`src/rtl/gps_track_pkg.sv`:
```
// gps_track_pkg: shared types, constants and saturating adder for the GPS tracking correlators
package gps_track_pkg;
  typedef enum logic [1:0] {IDLE, WAIT_EPOCH, ACCUM} corr_state_t;
  localparam bit CHIP_ZERO_POSITIVE = 1'b1;
  localparam int SAT_MAX_W = 64;
  // Callers sign-extend their operands to SAT_MAX_W and pass their real width w; the result is
  // clamped to the signed range of w bits.
  function automatic logic signed [SAT_MAX_W-1:0] sat_add(
    input logic signed [SAT_MAX_W-1:0] a,
    input logic signed [SAT_MAX_W-1:0] b,
    input int w
  );
    logic signed [SAT_MAX_W:0] s, hi, lo;
    s = (SAT_MAX_W+1)'(a) + (SAT_MAX_W+1)'(b);
    hi = ((SAT_MAX_W+1)'(1) << (w - 1)) - (SAT_MAX_W+1)'(1);
    lo = -hi - (SAT_MAX_W+1)'(1);
    return s > hi ? hi[SAT_MAX_W-1:0] : s < lo ? lo[SAT_MAX_W-1:0] : s[SAT_MAX_W-1:0];
  endfunction
endpackage

```
`src/rtl/corr_tap.sv`:
```
// corr_tap: one code-wiped, saturating I/Q accumulator pair
//  clk, rst_n (sync, active-low); clear/load/add controls (clear > load > add);
//  chip selects sample polarity; sample_i/q signed inputs; acc_i/q running sums;
//  sat pulses when this cycle's add clamps either rail.
module corr_tap import gps_track_pkg::*; #(
  parameter int SAMPLE_W = 4,
  parameter int ACC_W = 24
) (
  input  logic                       clk,
  input  logic                       rst_n,
  input  logic                       clear,
  input  logic                       load,
  input  logic                       add,
  input  logic                       chip,
  input  logic signed [SAMPLE_W-1:0] sample_i,
  input  logic signed [SAMPLE_W-1:0] sample_q,
  output logic signed [ACC_W-1:0]    acc_i,
  output logic signed [ACC_W-1:0]    acc_q,
  output logic                       sat
);
  logic neg;
  logic signed [ACC_W-1:0] p_i, p_q;
  logic signed [SAT_MAX_W-1:0] w_i, w_q, f_i, f_q;
  always_comb begin
    neg = CHIP_ZERO_POSITIVE ? chip : !chip;
    p_i = neg ? -ACC_W'(sample_i) : ACC_W'(sample_i);
    p_q = neg ? -ACC_W'(sample_q) : ACC_W'(sample_q);
    f_i = SAT_MAX_W'(acc_i) + SAT_MAX_W'(p_i);
    f_q = SAT_MAX_W'(acc_q) + SAT_MAX_W'(p_q);
    w_i = sat_add(SAT_MAX_W'(acc_i), SAT_MAX_W'(p_i), ACC_W);
    w_q = sat_add(SAT_MAX_W'(acc_q), SAT_MAX_W'(p_q), ACC_W);
    sat = add && (w_i != f_i || w_q != f_q);
  end
  always_ff @(posedge clk)
    if (!rst_n || clear) begin
      acc_i <= '0;
      acc_q <= '0;
    end else if (load) begin
      acc_i <= p_i;
      acc_q <= p_q;
    end else if (add) begin
      acc_i <= w_i[ACC_W-1:0];
      acc_q <= w_q[ACC_W-1:0];
    end
endmodule

```
`src/rtl/corr_accum_bank.sv`:
```
// corr_accum_bank: NUM_TAPS-tap I/Q correlator bank, integrates int_len code epochs and dumps via valid/ready
//  Inputs : clk, rst_n (sync, active-low), enable, int_len, sample_valid, sample_i/q,
//           code_chips (per tap, 1 = negate), epoch, dump_ready
//  Outputs: dump_valid, dump_i/dump_q (tap k at [k*ACC_W +: ACC_W]), overrun (sticky), sat (sticky)
//  POWER_OUT_EN: adds dump_pwr (per-tap I*I+Q*Q) through one extra pipeline stage.
module corr_accum_bank import gps_track_pkg::*; #(
  parameter int NUM_TAPS = 3,
  parameter int SAMPLE_W = 4,
  parameter int ACC_W = 24,
  parameter int CNT_W = 5
) (
  input  logic                             clk,
  input  logic                             rst_n,
  input  logic                             enable,
  input  logic [CNT_W-1:0]                 int_len,
  input  logic                             sample_valid,
  input  logic signed [SAMPLE_W-1:0]       sample_i,
  input  logic signed [SAMPLE_W-1:0]       sample_q,
  input  logic [NUM_TAPS-1:0]              code_chips,
  input  logic                             epoch,
  output logic                             dump_valid,
  input  logic                             dump_ready,
  output logic [NUM_TAPS*ACC_W-1:0]        dump_i,
  output logic [NUM_TAPS*ACC_W-1:0]        dump_q,
`ifdef POWER_OUT_EN
  output logic [NUM_TAPS*(2*ACC_W+1)-1:0]  dump_pwr,
`endif
  output logic                             overrun,
  output logic                             sat
);
  corr_state_t state, state_nx;
  logic [CNT_W-1:0] cnt, len;
  logic hit, start, close, add, accept, sat_any, load_dump;
  logic [NUM_TAPS-1:0] tap_sat;
  logic [NUM_TAPS*ACC_W-1:0] acc_i, acc_q, src_i, src_q;
  // cnt counts epochs begun in the current period, so a period closes on the epoch after cnt reaches len
  always_comb begin
    hit = enable && epoch && sample_valid;
    start = state == WAIT_EPOCH && hit;
    close = state == ACCUM && hit && cnt == len;
    add = state == ACCUM && enable && sample_valid && !close;
    accept = dump_valid && dump_ready;
    sat_any = |tap_sat;
    state_nx = !enable ? IDLE : state == IDLE ? WAIT_EPOCH : start ? ACCUM : state;
  end
  always_ff @(posedge clk) state <= !rst_n ? IDLE : state_nx;
  always_ff @(posedge clk)
    if (!rst_n || !enable) begin
      cnt <= '0;
      len <= '0;
    end else if (start || close) begin
      cnt <= CNT_W'(1);
      len <= int_len == '0 ? CNT_W'(1) : int_len;
    end else if (state == ACCUM && hit) begin
      cnt <= cnt + 1'b1;
    end
  // Closing sample is loaded rather than added, so it opens the next period
  for (genvar k = 0; k < NUM_TAPS; k++) begin : g_tap
    corr_tap #(.SAMPLE_W(SAMPLE_W), .ACC_W(ACC_W)) u_tap (
      .clk(clk),
      .rst_n(rst_n),
      .clear(!enable),
      .load(start || close),
      .add(add),
      .chip(code_chips[k]),
      .sample_i(sample_i),
      .sample_q(sample_q),
      .acc_i(acc_i[k*ACC_W +: ACC_W]),
      .acc_q(acc_q[k*ACC_W +: ACC_W]),
      .sat(tap_sat[k])
    );
  end
`ifdef POWER_OUT_EN
  logic stage_v;
  logic [NUM_TAPS*ACC_W-1:0] stage_i, stage_q;
  logic [NUM_TAPS*(2*ACC_W+1)-1:0] pwr;
  // Stage holds the closed sums while power is computed; it completes even if enable drops
  always_ff @(posedge clk) begin
    stage_v <= rst_n && close;
    stage_i <= !rst_n ? '0 : close ? acc_i : stage_i;
    stage_q <= !rst_n ? '0 : close ? acc_q : stage_q;
  end
  for (genvar k = 0; k < NUM_TAPS; k++) begin : g_pwr
    logic signed [2*ACC_W-1:0] sq_i, sq_q;
    assign sq_i = $signed(stage_i[k*ACC_W +: ACC_W]) * $signed(stage_i[k*ACC_W +: ACC_W]);
    assign sq_q = $signed(stage_q[k*ACC_W +: ACC_W]) * $signed(stage_q[k*ACC_W +: ACC_W]);
    assign pwr[k*(2*ACC_W+1) +: 2*ACC_W+1] = {1'b0, sq_i} + {1'b0, sq_q};
  end
  always_comb begin
    load_dump = stage_v;
    src_i = stage_i;
    src_q = stage_q;
  end
  always_ff @(posedge clk) dump_pwr <= !rst_n ? '0 : load_dump ? pwr : dump_pwr;
`else
  always_comb begin
    load_dump = close;
    src_i = acc_i;
    src_q = acc_q;
  end
`endif
  always_ff @(posedge clk)
    if (!rst_n) begin
      dump_valid <= 1'b0;
      dump_i <= '0;
      dump_q <= '0;
      overrun <= 1'b0;
      sat <= 1'b0;
    end else begin
      dump_valid <= load_dump || (dump_valid && !dump_ready);
      if (load_dump) begin
        dump_i <= src_i;
        dump_q <= src_q;
      end
      overrun <= overrun || (load_dump && dump_valid && !dump_ready);
      sat <= sat_any || (sat && !accept);
    end
endmodule

```
`config.mk`:
```
export PLATFORM = sky130hd
export DESIGN_NAME = corr_accum_bank
export DESIGN_NICKNAME = d
export VERILOG_FILES = /design/src/rtl/gps_track_pkg.sv /design/src/rtl/corr_tap.sv /design/src/rtl/corr_accum_bank.sv
export SDC_FILE = /design/constraint.sdc
export NUM_CORES = 1
export LEC_CHECK = 0
export CAP_MARGIN = 25
export CORE_AREA = 2 2 174 304
export DETAILED_ROUTE_END_ITERATION = 8
export DIE_AREA = 0 0 176 306
export HOLD_SLACK_MARGIN = 0.02
export PLACE_DENSITY = 0.57
export SETUP_SLACK_MARGIN = 0.3
export SLEW_MARGIN = 25
export SYNTH_ARGS = -nofsm -noshare
export SYNTH_HDL_FRONTEND = slang
export SYNTH_SLANG_ARGS = --single-unit
```
`constraint.sdc`:
```
create_clock -name clk -period 14.86 [get_ports clk]
set_clock_uncertainty 0.05 [all_clocks]
set_input_delay 1.486 -clock clk [delete_from_list [all_inputs] [get_ports clk]]
set_output_delay 1.486 -clock clk [all_outputs]
set_load 0.01 [all_outputs]
```
Yosys cells after proc, flatten, opt, wreduce, memory -nomap -nowiden
Cells that the tools add are included.

Add/subtract/negate cells: 15. Multiply operators: 0. Divide/modulo/power cells: 0. Magnitude comparators: 12. Eq/ne operators: 9. Shifts and indexed selects: 0. Multiplexer cells: 35. Bitwise logic cells: 2. Reductions and logical operators: 38.

Operators with widths (count): 64-bit two-way mux (12); 24-bit two-way mux (18); 65-bit by 24-bit > comparator with 1-bit output, second input constant (6); 65-bit by 24-bit less-than comparator with 1-bit output, second input constant (6); 64-bit inequality test (6); 24-bit by 24-bit adder with 25-bit output (12); 4-bit negator with 24-bit output (2); 1-bit logical AND (16); 1-bit logical OR (8); 2-bit nonzero test (3); 3-bit OR reduction (2); 5-bit by 1-bit adder with 5-bit output, second input constant (1); 5-bit equality test (1); 1-bit zero test (5); 5-bit zero test (1); 5-bit two-way mux (1); 1-bit two-way mux (4); 2-bit by 1-bit equality test with 1-bit output, second input constant (1); 2-bit equality test, second input constant (1); 2-bit zero test (1); 1-bit inverter (2); 2-bit AND reduction (1); 2-bit OR reduction (1).

Register bits after elaboration: 303. Bits in latches: 0. Bits in writable memories: 0. Memory bits (read-only): 0. Input port bits: 22. Output and inout port bits: 147. Memories: 0.

Depth between registers and ports, before layout
Gate-level depths: netlist of the first run.

Word-level depth: 11. Depth in mapped cells: 24. Mapped depth without buffers: 23.

By module
From an unflattened synthesis of the first run, not the netlist that was laid out.

Cells, all modules: 2713. Area total of the unflattened synthesis: 21241.6 um^2.

By module, submodules not included: corr_tap at g_tap[1].u_tap ... (instances 2, cells an instance 663, area each 4937.2 um^2, seq. area each 960.9 um^2); corr_accum_bank (instances 1, cells an instance 703, area each 6397.4 um^2, seq. area each 3183.1 um^2); corr_tap at g_tap[0].u_tap (instances 1, cells an instance 684, area each 4969.8 um^2, seq. area each 960.9 um^2).

Worst setup path after synthesis of the first run
Ideal clock, no wire load.

Path type: input -> register. From: input port sample_i[0]. To: register sat. Library setup time: 0.120 ns. Arrival time: 6.802 ns. Path slack: 7.888 ns. Cell stages on the path: 21. Path buffers: 0. Cells stage by stage: inv_1 -> ha_1 -> nand2_1 -> ha_1 -> a21oi_1 -> ha_1 -> a2111oi_0 -> o21ai_1 -> o21ai_1 -> o311ai_2 -> o41a_1 -> xnor2_1 -> or4_1 -> or4_4 -> and2_1 -> ha_1 -> or4_1 -> a211oi_1 -> and3_1 -> a41oi_1 -> a211o_1.

Longest elaborated chain between the ends: 11.

Ends and longest elaborated chain: start, declared (line corr_accum_bank.sv:17) `input logic signed [SAMPLE_W-1:0] sample_i,`; 4-bit negator with 24-bit output (line corr_tap.sv:26) `p_i = neg ? -ACC_W'(sample_i) : ACC_W'(sample_i);`; 24-bit two-way mux (line corr_tap.sv:26); 24-bit by 24-bit adder with 25-bit output (line gps_track_pkg.sv:14, corr_tap.sv:28); 65-bit by 24-bit less-than comparator with 1-bit output (line gps_track_pkg.sv:17) `return s > hi ? hi[SAT_MAX_W-1:0] : s < lo ? lo[SAT_MAX_W-1:0] : s[SAT_MAX_W-1:0];`; 64-bit two-way mux (2 in a row) (line gps_track_pkg.sv:17); 64-bit inequality test (line corr_tap.sv:32) `sat = add && (w_i != f_i || w_q != f_q);`; 1-bit logical OR (line corr_tap.sv:32); 1-bit logical AND (line corr_tap.sv:32); 3-bit OR reduction * (line corr_accum_bank.sv:43) `sat_any = |tap_sat;`; 1-bit logical OR * (line corr_accum_bank.sv:116) `sat <= sat_any || (sat && !accept);`; end signal, assigned (line corr_accum_bank.sv:116); end, declared (line corr_accum_bank.sv:29) `output logic sat`.

Mark *: on every way between the ends. The rest lies on a longest branch, timed or not. A chain may end at the register's enable or synchronous reset.

Worst setup path after layout of the first run
Same ends and word-level chain as after synthesis.

==> results.txt, run 1 <==
Status: finished, final reports clean
CP arrival: 8.39 ns
Max-slew violations: 0
Area Growth Syn to Fin: 16.75%
Setup crit start kind: input port
Synth Area per Inst: 7.660 sq um
IO Count: 169
Gr usage total: 27.52%
Worst reg-to-reg setup slack: 9.01 ns
Relative slew slack: 35.16%
Crit share post-route: 53.86%
Synth cell types: 83
Core area: 51,340 sq um
Worst slew pin tran: 0.9456 ns
RSZ-0062 raised after global routing: false
PD cells: 86.58 nW/um^2
Synth Flop Type: dfxtp_1
Yosys warnings: 0
F_max: 0.1249 GHz
Worst setup endpoint: sat$_SDFF_PN0_
Worst reg2reg path endpoint: sat$_SDFF_PN0_
Crit-path cells: clkdlybuf4s50_1 -> inv_1 -> ha_1 -> nand2_1 -> ha_1 -> a21oi_1 -> ha_1 -> a2111oi_0 -> o21ai_1 -> o21ai_1 -> o311ai_2 -> o41a_1 -> xnor2_1 -> or4_1 -> or4_4 -> and2_1 -> ha_1 -> or4_1 -> a211oi_1 -> and3_1 -> a41oi_1 -> a211o_1
RR Startpoint: g_tap[0].u_tap.acc_i[4]$_SDFFE_PN0P_
Post-layout net count: 2,939
Worst-path clk slew: 0.07 ns
First-pass GRT wire length: 116,300 um
Final hold vios: 0
Commonest non-fill, non-tap cell in the layout: nand2_1
DRT iter0 DRCs: 1,273
Antenna cells: 0
# DRC: 0
Cell Area, Synth: 20,350 sq um
Register area share after synthesis: 29.80%
Synth Net Count: 2,842
VDD IR-drop max: 0.08283 mV
GR Overflow Total: 0
Area of the die: 53,860 sq um
Clock sink count: 303
Levels on crit path: 22
Post-DRT Antenna Nets: 0
Crit-path max FO: 6
Post-route minimum period: 8.003 ns
Initial core utilization: 39.65%
CP endpoint kind: flop
EDFF count, synth: 0
Vias in the first global route: 20,280
Cts hold-fix bufs: 0
Crit path launch: sample_i[0]
Post-Syn Instances: 2,657
TritonCTS clock tree: done
Clk Latency, worst-skew pair: 0.54 ns
Via count: 20,280
Initial antenna violation count: 1
Max incr delay on CP: 0.88 ns
Post-CTS sizing: 0
Layout Utilization: 46.29%
Fraction of registers with async set/reset: 0%
Critical-path top delay cell: a2111oi_0
Row cnt: 110
WP buf/inv: 2
First-pass iteration count of the detailed router: 6
CTS max path bufs: 3
Final GP Congestion: 0.9309
Largest net degree at the start of global routing: 91
#FFs+latches synth: 303
Hold depth: 2
Drt wl/cell: 21.85 um
CP Class: input port to flop
Critical Path RT: 15.24 ns
Dpl hpwl: 56,580 um
Post-Route WL: 75,350 um
DIE HEIGHT: 306 um
Most Frequent Cell on Critical Path: ha_1
Worst hold path class: flop to flop
Number of H-tree levels: 2
Top cell family by delay on the critical path: compound AO/OA/AOI/OAI gates
Via/cell ratio: 5.881
Commonest non-fill, non-tap cells in the layout: nand2_1, dfxtp_1, a21oi_1
Setup_tns: 0 ns
CTS root buf: clkbuf_16
Cts bufs inserted: 34
Static Leakage: 0.009226 uW
Post-CTS Setup Bufs: 0
Share of cells above drive strength 1: 4.213%
IO buf count: 168
Die width: 176 um
Max-Cap Viols: 0
Final Setup Violations: 0
FF-to-FF path depth: 16
## cells in the mapped netlist (17+ instances only)
| master | count | area (sq um) |
|---|---|---|
| nand2_1 | 496 | 1862 |
| dfxtp_1 | 303 | 6066 |
| a21oi_1 | 239 | 1196 |
| nor2_1 | 167 | 626.9 |
| o21ai_0 | 165 | 825.8 |
| ha_1 | 157 | 1964 |
| a21boi_0 | 149 | 1119 |
| clkbuf_1 | 120 | 450.4 |
| inv_1 | 76 | 285.3 |
| xnor2_1 | 71 | 621.9 |
| a21o_1 | 59 | 442.9 |
| xor2_1 | 59 | 516.8 |
| nand3_1 | 41 | 205.2 |
| nor3_1 | 34 | 170.2 |
| nand2b_1 | 33 | 206.5 |
| a211oi_1 | 31 | 232.7 |
| o21a_1 | 28 | 210.2 |
| or3_1 | 28 | 175.2 |
| nor2b_1 | 27 | 168.9 |
| o211ai_1 | 26 | 195.2 |
| a31oi_1 | 23 | 143.9 |
| a311oi_1 | 22 | 192.7 |
| and3_1 | 20 | 125.1 |
| nand4_1 | 20 | 125.1 |
| and2_1 | 17 | 106.4 |
| o22ai_1 | 17 | 106.4 |
## logic make-up (layout without fill, tap and decap cells)
group | count (synthesis) | in the layout | synth area share (%)
buf+inv | 205 | 325 | 3.787
mux | 14 | 14 | 0.7131
flops | 303 | 303 | 29.80
fa+ha+maj | 166 | 166 | 10.39
simple gates | 940 | 940 | 20.66
xor+xnor | 130 | 130 | 5.594
compound gates | 899 | 899 | 29.06
## state kept, by name, summed over array words and instances (netlist names)
signal	count
dump_i	72
dump_q	72
g_tap.u_tap.acc_i	72
g_tap.u_tap.acc_q	72
cnt	5
len	5
state	2
dump_valid	1
overrun	1
sat	1
## how the worst min path moves through the flow
| stage | start | to | slack, ns |
|---|---|---|---|
| after floorplan | len[1]$_SDFFE_PN0P_ | len[1]$_SDFFE_PN0P_ | 0.39 |
| after global placement | dump_i[39]$_SDFFE_PN0P_ | dump_i[39]$_SDFFE_PN0P_ | 0.40 |
| after detailed placement | dump_i[37]$_SDFFE_PN0P_ | dump_i[37]$_SDFFE_PN0P_ | 0.41 |
| after CTS | dump_i[30]$_SDFFE_PN0P_ | dump_i[30]$_SDFFE_PN0P_ | 0.41 |
| after global routing | dump_i[27]$_SDFFE_PN0P_ | dump_i[27]$_SDFFE_PN0P_ | 0.43 |
| final | dump_i[57]$_SDFFE_PN0P_ | dump_i[57]$_SDFFE_PN0P_ | 0.41 |
## metrics by stage
step / setup slack [ns] / std cells / instance area, sq um / total power [uW] / hold WS (ns)
3_3_place_gp: 6.566 / 3387 / 22580 / 1171 / 0.3997
3_5_place_dp: 6.403 / 3388 / 22590 / 1175 / 0.4060
6_report: 6.857 / 3449 / 23760 / 2057 / 0.4109
5_1_grt: 6.522 / 3449 / 23760 / 2141 / 0.4341
4_1_cts: 6.945 / 3447 / 23740 / 2075 / 0.4143
2_1_floorplan: 7.888 / 2657 / 20350 / 1073 / 0.3936
## routing by layer
| layer | global-route usage (%) | vias to the layer above | routed length (um) |
|---|---|---|---|
| li1 | - | 9745 | - |
| met1 | 28.24 | 9671 | 27380 |
| met2 | 51.97 | 644 | 39590 |
| met3 | 3.584 | 222 | 3229 |
| met4 | 17.24 | 2 | 5132 |
| met5 | 0 | - | 11 |
## cell type report
type / instances / area [sq um]
multi-input combinational: 2149 / 13560
inverter: 76 / 285.3
timing repair buffer: 190 / 1849
sequential: 303 / 6066
clock buffer: 49 / 1021
fill: 5155 / 27570
tap: 672 / 840.8
clock inverter: 10 / 136.4
## report_power, final
group | internal, uW | switching [uW]
registers | 817 | 6.07
logic | 119 | 219
clock network | 531 | 365
## worst reg2reg max path, cell delays in order, from the launching register on
cell,delay (ns)
dfxtp_1,0.49
ha_1,0.35
a2111oi_0,0.88
o21ai_1,0.24
o21ai_1,0.23
o311ai_2,0.18
o41a_1,0.44
xnor2_1,0.15
or4_1,0.46
or4_4,0.57
and2_1,0.18
ha_1,0.16
or4_1,0.52
a211oi_1,0.20
and3_1,0.21
a41oi_1,0.12
a211o_1,0.31
No activity file was read; power rests on OpenSTA's default activity.
==> run 2, diff against run 1 <==
clock period = 7.5 ns   (was 14.86 ns; I/O delays follow)
==> run 2 against run 1 <==
Sequential power rose by 98%. Setup slack got worse by 6.2 ns. Die area stayed put. Register-to-register slack got worse by 7.1 ns. Global-route usage down 0.093 points. Wire length shrank 0.84%. Highest routed layer is now met4.
==> results.txt, run 2 (same netlist as run 1, synthesis figures left out) <==
Status: finished, final reports clean
Switching share of total power: 29.46%
Internal power: 2933 uW
First-pass GRT wire length: 116,100 um
Worst slew pin tran: 0.9773 ns
PD cells: 173.4 nW/um^2
Switching power: 1225 uW
Setup crit start kind: input port
Gr usage total: 27.43%
Post-route minimum period: 6.814 ns
Initial antenna violation count: 0
CTS root buf: clkbuf_16
Worst-path clk slew: 0.07 ns
Static Leakage: 0.009355 uW
Max-slew violations: 0
Crit share post-route: 90.85%
Flop pwr share: 39.2%
Post-CTS sizing: 0
TritonCTS clock tree: done
Final GP Congestion: 0.9467
Post-DP Area: 22,770 sq um
Clock sink count: 303
F_max: 0.1468 GHz
Via count: 20,330
DIE HEIGHT: 306 um
Max incr delay on CP: 0.58 ns
Area of the die: 53,860 sq um
Crit-path max FO: 6
Post-layout net count: 2,964
Critical-path top delay cell: or4_4
Vias in the first global route: 20,480
Final Setup Violations: 0
DRT iter0 DRCs: 1,231
Critical Path RT: 7.91 ns
Row cnt: 110
Commonest non-fill, non-tap cell in the layout: nand2_1
RSZ-0062 raised after global routing: false
CP arrival: 7.22 ns
Share of cells above drive strength 1: 5.169%
IO buf count: 168
Dpl hpwl: 55,970 um
VDD IR-drop max: 0.1716 mV
Commonest non-fill, non-tap cells in the layout: nand2_1, dfxtp_1, a21oi_1
Antenna cells: 0
Design area: 23,980 sq um
First-pass iteration count of the detailed router: 5
Drt wl/cell: 21.49 um
Top cell family by delay on the critical path: simple AND/OR/NAND/NOR gates
Cts hold-fix bufs: 0
Die width: 176 um
Area Growth Syn to Fin: 17.80%
Part of the power in the clock network: 44.3%
Crit-path cells: clkdlybuf4s50_1 -> or3_1 -> nand2b_1 -> ha_1 -> a21oi_1 -> ha_1 -> a2111oi_0 -> o21ai_1 -> o21ai_1 -> o311ai_2 -> o41a_1 -> xnor2_1 -> or4_1 -> or4_4 -> and2_1 -> ha_1 -> or4_1 -> a211oi_1 -> and3_1 -> a41oi_1 -> a211o_1
CTS max path bufs: 3
Via/cell ratio: 5.847
Combinational Power Share: 16.5%
WP buf/inv: 1
CP Class: input port to flop
Initial core utilization: 39.65%
Worst hold path class: flop to flop
Cts bufs inserted: 35
Core area: 51,340 sq um
GR Overflow Total: 0
Final hold vios: 0
Clk Latency, worst-skew pair: 0.57 ns
Post-DRT Antenna Nets: 0
Setup_tns: 0 ns
CP endpoint kind: flop
Post-Route WL: 74,720 um
Largest net degree at the start of global routing: 101
Number of H-tree levels: 2
Post-CTS Setup Bufs: 0
Relative slew slack: 34.61%
Max-Cap Viols: 0
Most Frequent Cell on Critical Path: ha_1
# DRC: 0
IO Count: 169
[run 2: cell types whose count changed in the layout (fill, tap and decap cells not counted), sizes merged]
cell	previous run	this run
inv	77	80
clkinv	4	6
bufinv	3	4
clkbuf	50	45
buf	22	47
clkinvlp	2	4
[run 2: worst paths after layout]
kind                                              from                       to  slack, ns  depth (start not counted)
setup / recovery                           sample_i[0]           sat$_SDFF_PN0_       0.69                         21
hold / removal                 dump_i[31]$_SDFFE_PN0P_  dump_i[31]$_SDFFE_PN0P_       0.41                          2
setup reg to reg  g_tap[0].u_tap.acc_i[4]$_SDFFE_PN0P_           sat$_SDFF_PN0_       1.96                         16
hold reg to reg                dump_i[31]$_SDFFE_PN0P_  dump_i[31]$_SDFFE_PN0P_       0.41                          2
[run 2: per-layer routing]
metal	vias up	GRT usage (%)	part of all wire [%]
li1	9815	-	-
met4	0	16.49	6.7
met1	9691	28.84	37
met5	-	0	0
met2	601	51.67	52
met3	222	3.063	3.9
[run 2: worst reg2reg max path, cell delays in order, from the launching register on]
cell	delay, ns
dfxtp_1	0.47
ha_1	0.33
a2111oi_0	0.63
o21ai_1	0.23
o21ai_1	0.22
o311ai_2	0.18
o41a_1	0.44
xnor2_1	0.15
or4_1	0.49
or4_4	0.58
and2_1	0.18
ha_1	0.16
or4_1	0.52
a211oi_1	0.21
and3_1	0.20
a41oi_1	0.11
a211o_1	0.30
[run 2: stage by stage]
stage	utilization [%]	hold WS [ns]	instances	setup slack, ns	total power (uW)
floorplan	-	0.3936	2657	1.264	2126
global placement	44.34	0.3999	3413	0.2795	2336
detailed placement	44.36	0.4048	3414	0.2007	2340
CTS	46.70	0.4136	3477	0.7642	4189
global route	46.70	0.4274	3477	0.3126	4311
finish	46.70	0.4100	3477	0.6864	4158
[run 2: cell type report]
class | count | area [sq um]
inverters | 76 | 285.3
clock buffers | 45 | 973.4
well taps | 672 | 840.8
clock inverters | 18 | 230.2
multi-input cells | 2149 | 13550
fillers | 5151 | 27360
flip-flops and latches | 303 | 6066
repair buffers | 214 | 2026
[run 2: power groups by stage]
stage	combinational, uW	clock [uW]	sequential (uW)
floorplan	464	0	1660
global placement	669	0	1670
detailed placement	673	0	1670
CTS	677	1880	1630
global route	745	1940	1630
finish	685	1840	1630
